### src/rtl/nav_pkg.sv
// Shared types and constants for the maze navigation controller.
package nav_pkg;

  localparam int unsigned SPD_W = 11;

  typedef enum logic [1:0] {
    IDLE     = 2'd0,
    HDG      = 2'd1,
    RAMP_UP  = 2'd2,
    RAMP_DWN = 2'd3
  } nav_state_t;

  localparam logic [SPD_W-1:0] INC_FAST = 11'h018;
  localparam logic [SPD_W-1:0] INC_NORM = 11'h002;

endpackage

### src/rtl/nav_edge_det.sv
// 1-bit registered rising-edge detector with a configurable reset value for the history flop.
module nav_edge_det #(
  parameter logic RST_VAL = 1'b1
) (
  input  logic clk,
  input  logic rst_n,
  input  logic d,
  output logic rise_c
);

  logic d_q;

  always_ff @(posedge clk or negedge rst_n) begin
    if (!rst_n) d_q <= RST_VAL;
    else        d_q <= d;
  end

  assign rise_c = d & ~d_q;

endmodule

### src/rtl/maze_navigate.sv
// Heading/forward-move sequencer with speed ramp and wall-triggered stop.
// Build option: define NAV_FAST_SIM_EN for a large ramp increment (fast simulation).
module maze_navigate
  import nav_pkg::*;
#(
  parameter logic [10:0] MAX_FRWRD = 11'h2A0,
  parameter logic [10:0] MIN_FRWRD = 11'h0D0
) (
  input  logic             clk,
  input  logic             rst_n,
  input  logic             strt_hdng,
  input  logic             strt_mv,
  input  logic             stp_lft,
  input  logic             stp_rght,
  input  logic             at_hdng,
  input  logic             lft_opn,
  input  logic             rght_opn,
  input  logic             frwrd_opn,
  output logic             mv_cmplt,
  output logic             moving,
  output logic             en_fusion,
  output logic [SPD_W-1:0] frwrd_spd
);

`ifdef NAV_FAST_SIM_EN
  localparam logic [SPD_W-1:0] INC = INC_FAST;
`else
  localparam logic [SPD_W-1:0] INC = INC_NORM;
`endif
  localparam logic [SPD_W-1:0] DEC_NORM  = SPD_W'(INC << 1);
  localparam logic [SPD_W-1:0] DEC_FAST  = SPD_W'(INC << 2);
  localparam logic [SPD_W-1:0] FUSE_THRS = SPD_W'(MAX_FRWRD >> 1);

  nav_state_t       state, nxt_state;
  logic [SPD_W-1:0] spd_nxt;
  logic [SPD_W-1:0] dec;
  logic [SPD_W-1:0] spd_sat;
  logic [SPD_W:0]   spd_sum;
  logic             dec_fast, dec_fast_nxt;
  logic             lft_rise_c, rght_rise_c;

  // History flops reset high so a wall already open at reset is not an edge.
  nav_edge_det #(.RST_VAL(1'b1)) u_lft_edge (
    .clk    (clk),
    .rst_n  (rst_n),
    .d      (lft_opn),
    .rise_c (lft_rise_c)
  );

  nav_edge_det #(.RST_VAL(1'b1)) u_rght_edge (
    .clk    (clk),
    .rst_n  (rst_n),
    .d      (rght_opn),
    .rise_c (rght_rise_c)
  );

  // Saturating increment done one bit wider so it can never wrap.
  assign spd_sum = {1'b0, frwrd_spd} + {1'b0, INC};
  assign spd_sat = (spd_sum > {1'b0, MAX_FRWRD}) ? MAX_FRWRD : spd_sum[SPD_W-1:0];
  assign dec     = dec_fast ? DEC_FAST : DEC_NORM;

  // Next-state, next-speed and completion pulse.
  always_comb begin
    nxt_state    = state;
    spd_nxt      = frwrd_spd;
    dec_fast_nxt = dec_fast;
    mv_cmplt     = 1'b0;
    case (state)
      IDLE: begin
        spd_nxt = '0;
        if (strt_hdng) begin
          nxt_state = HDG;
        end else if (strt_mv) begin
          nxt_state    = RAMP_UP;
          spd_nxt      = MIN_FRWRD;
          dec_fast_nxt = 1'b0;
        end
      end
      HDG: begin
        spd_nxt = '0;
        if (at_hdng) begin
          mv_cmplt  = 1'b1;
          nxt_state = IDLE;
        end
      end
      RAMP_UP: begin
        // Blocked ahead takes priority over a side-wall stop.
        if (!frwrd_opn) begin
          nxt_state    = RAMP_DWN;
          dec_fast_nxt = 1'b1;
        end else if ((lft_rise_c && stp_lft) || (rght_rise_c && stp_rght)) begin
          nxt_state    = RAMP_DWN;
          dec_fast_nxt = 1'b0;
        end else begin
          spd_nxt = spd_sat;
        end
      end
      RAMP_DWN: begin
        if (frwrd_spd <= dec) begin
          spd_nxt   = '0;
          mv_cmplt  = 1'b1;
          nxt_state = IDLE;
        end else begin
          spd_nxt = frwrd_spd - dec;
          if (!frwrd_opn) dec_fast_nxt = 1'b1;
        end
      end
      default: begin
        nxt_state = IDLE;
        spd_nxt   = '0;
      end
    endcase
  end

  always_ff @(posedge clk or negedge rst_n) begin
    if (!rst_n) begin
      state     <= IDLE;
      frwrd_spd <= '0;
      dec_fast  <= 1'b0;
      moving    <= 1'b0;
      en_fusion <= 1'b0;
    end else begin
      state     <= nxt_state;
      frwrd_spd <= spd_nxt;
      dec_fast  <= dec_fast_nxt;
      moving    <= (nxt_state != IDLE);
      en_fusion <= (spd_nxt > FUSE_THRS);
    end
  end

endmodule
### config.mk
export PLATFORM = sky130hd
export DESIGN_NAME = maze_navigate
export DESIGN_NICKNAME = d
export VERILOG_FILES = /design/src/rtl/nav_pkg.sv /design/src/rtl/nav_edge_det.sv /design/src/rtl/maze_navigate.sv
export SDC_FILE = /design/constraint.sdc
export NUM_CORES = 1
export LEC_CHECK = 0
export CAP_MARGIN = 5
export CELL_PAD_IN_SITES_DETAIL_PLACEMENT = 1
export CELL_PAD_IN_SITES_GLOBAL_PLACEMENT = 1
export CORE_MARGIN = 2
export CORE_UTILIZATION = 40
export CTS_CLUSTER_DIAMETER = 100
export DETAILED_ROUTE_END_ITERATION = 16
export PLACE_DENSITY_LB_ADDON = 0.2
export SLEW_MARGIN = 30
export SYNTH_ARGS = -nofsm -noshare
export SYNTH_HDL_FRONTEND = slang
export SYNTH_HIERARCHICAL = 1
export SYNTH_SLANG_ARGS = --single-unit
### constraint.sdc
create_clock -name clk -period 3.45 [get_ports clk]
set_input_delay 0.345 -clock clk [delete_from_list [all_inputs] [get_ports clk]]
set_output_delay 0.345 -clock clk [all_outputs]
set_load 0.05 [all_outputs]
==> results.ini <==
[synthesis]
synth_compound_area_share_pct = 23.5
syn_area_um2 = 1530
ys_ff_latch = 18
yosysSeqAreaShare_pct = 29.6
synth-main-ff-cell = dfrtp_1
syn_inst = 184
yosys.area_share.adder_pct = 3.76
synth-simple-area-share_pct = 31.4
async_reset_ff_share_pct = 100
ys_types = 58
synth_fp_nets = 198
synthMuxAreaShare_pct = 1.39
syn_avg_cell_area_um2 = 8.32
yosysWarnings = 6
synth_edf_count = 0
synth_top_family_by_area = simple AND/OR/NAND/NOR gates
synth-xor-area-share_pct = 5.15

[floorplan]
fp.dieH_um = 65.9
die_area_um2 = 4340
fp.dieW_um = 65.9
start_util_pct = 41.8
core_area_um2 = 3660
io_pins = 24
fp-row-count = 22

[clock_network]
clockBufferDepth = 2
cts_buffers = 3
cts_tree = yes
ctsResizeCount = 0
ctsHoldBuffers = 0
clock-root-buffer = clkbuf_8
clkSinkCount = 18
clk_pin_slew_ps = 80
htree_levels = 1
insertion_delay_ps = 250
post_cts.repair.setup_buffers = 0

[worst_setup_path]
crit_path_cell_trace = or2_1, or4_1, nor2_1, mux2i_1, nor2b_1, clkdlybuf4s50_1
r2r-start = frwrd_spd[1]
cp-start-kind = register
arrival_ps = 2990
crit_type = reg -> out
path_max_fanout = 14
crit_start = frwrd_spd[7]
endpoint_kind = output port
max_stage_delay_ps = 810
worstPathRequired_ps = 3110
slowest_stage = clkdlybuf4s50_1

[layout]
nets = 219
syn_to_final_growth_pct = 20.7
drive_gt1_share_pct = 10.3
diodes = 0
seq_area_um2 = 453
multiInputGateArea_um2 = 997
instances_no_fill = 252
fill_cells = 449

[grt]
grt_max_degree = 20
grt_pass1_vias = 1610
track_usage_pct = 24.9
antenna_found_initial = 0
grt_first_pass_wirelength_mm = 8.14
grt_remaining_overflow = 0

[route]
drt_pass1_iterations = 4
vias_per_cell = 6.24
wl_per_cell_um = 19.5
drc_errors = 0
drt_iter0_markers = 79
antenna_left = 0
num_vias = 1573
drt-total-wl_mm = 4.91

[timing]
period_needed_ps = 3340
hold_viol_final = 0
rsz0062_at_grt = false
period_share_pct = 96.8
finalSetupViolations = 0
tightest_slew_ps = 547
slew_headroom_pct = 63.5
hold_ws_ps = 13.2
fin_setup_tns_ps = 0
final_max_slew_viol_count = 0
fin_skew_ps = 2.10
fmax_mhz = 300

[pwr]
total_power_mw = 1.85
leakage_nw = 0.725
power.density_nw_per_um2 = 999
ir_drop_uv = 478

[placed_design]
dp_hpwl_mm = 3.60
portBuffers = 23
finalWeightedCongestion = 0.878
dpl.cell_count = 248

[run]
maxCapViolCount = 0

[outcome]
outcome = complete, no violations

[worst_hold_path]
hold_class = in -> async

final cells by class:
cell class | count | area share, %
Tap cell | 48 | 3.25
Timing Repair Buffer | 27 | 13.8
Inverter | 7 | 1.42
Sequential cell | 18 | 24.5
Multi-Input combinational cell | 148 | 54.0
Clock buffer | 4 | 2.98
logic make-up after synthesis:
logic type	after synthesis
buffers and inverters	18
and+or+nand+nor	84
xor gates and xnor gates	9
muxes	2
DFF	18
adders and majority gates	4
AOI/OAI and AO/OA	49
state kept, by name (all words and copies together), names as in the netlist:
name,flops
frwrd_spd,11
state,2
dec_fast,1
en_fusion,1
moving,1
u_lft_edge/d_q,1
u_rght_edge/d_q,1
synth_stat cells, drive strengths merged, types with 4 or more instances:
cell | instances | share of area [%]
nand2 | 18 | 4.9
nor2 | 18 | 4.4
dfrtp | 16 | 26
o21ai | 11 | 3.6
a21oi | 9 | 3.9
inv | 7 | 1.7
xnor2 | 7 | 4.0
clkbuf | 6 | 1.5
buf | 5 | 2.0
nand2b | 5 | 2.0
nand3 | 5 | 1.6
nor3 | 5 | 1.6
a31oi | 4 | 1.6
nor2b | 4 | 2.6
worst paths after layout:
check / end / slack [ps] / cells after the start
max: mv_cmplt / 110 / 6
min: moving / 10 / 1
max reg2reg: en_fusion / 440 / 10
min reg2reg: dec_fast / 670 / 2
max in group asynchronous: u_lft_edge/d_q / 3100 / 1
min in group clk: u_rght_edge/d_q / 530 / 1
critical path: cells and delay by family, from the launching register on:
kind          cells  cell delay (ps)
mux               1              100
buf+inv           1              810
simple gates      4             1260
flops             1              570
metrics by stage:
stage | setup slack, ps | utilization (%) | instance area [um^2]
2_1_floorplan | 457 | - | 1530
3_3_place_gp | 480 | 49.1 | 1800
3_5_place_dp | 438 | 49.1 | 1800
4_1_cts | 138 | 50.6 | 1850
5_1_grt | 24.4 | 50.4 | 1850
6_report | 111 | 50.4 | 1850
report_power, final:
part	leakage [nW]	switching [mW]	internal (mW)
Sequential	0.225	0.153	0.285
Combinational	0.471	0.759	0.468
Clock	0.0288	0.0787	0.101
Total	0.725	0.991	0.855
cells in the final DEF (no fill, tap or decap), types with 2 or more instances in the layout:
cell             count
nor2b_1              2
nand3b_1             3
or2_1                3
a31oi_1              4
o22ai_1              2
nand4_1              3
and3_1               2
nand3_1              5
o21ai_0             10
o31a_1               3
nor2_1              18
clkdlybuf4s50_1     22
xnor2_1              7
a21oi_1              7
nand2_1             17
or3_1                3
nor4b_1              3
inv_1                7
and2_1               3
nor3b_1              3
xor2_1               2
dfstp_2              2
clkbuf_8             4
o31ai_1              2
buf_4                4
a22o_1               2
ha_1                 3
o21bai_1             2
dfrtp_1             16
nor3_1               5
o32a_1               2
o41ai_1              2
nor2b_4              2
nand2b_1             5
per-layer routing:
layer / track usage (%) / up-vias / part of all wire [%]
li1: - / 716 / -
met1: 32.3 / 792 / 44
met2: 43.2 / 54 / 50
met3: 2.04 / 11 / 3.7
met4: 8.85 / 0 / 2.1
met5: 0 / - / 0
Note: power is estimated with default switching activity, not from simulation.
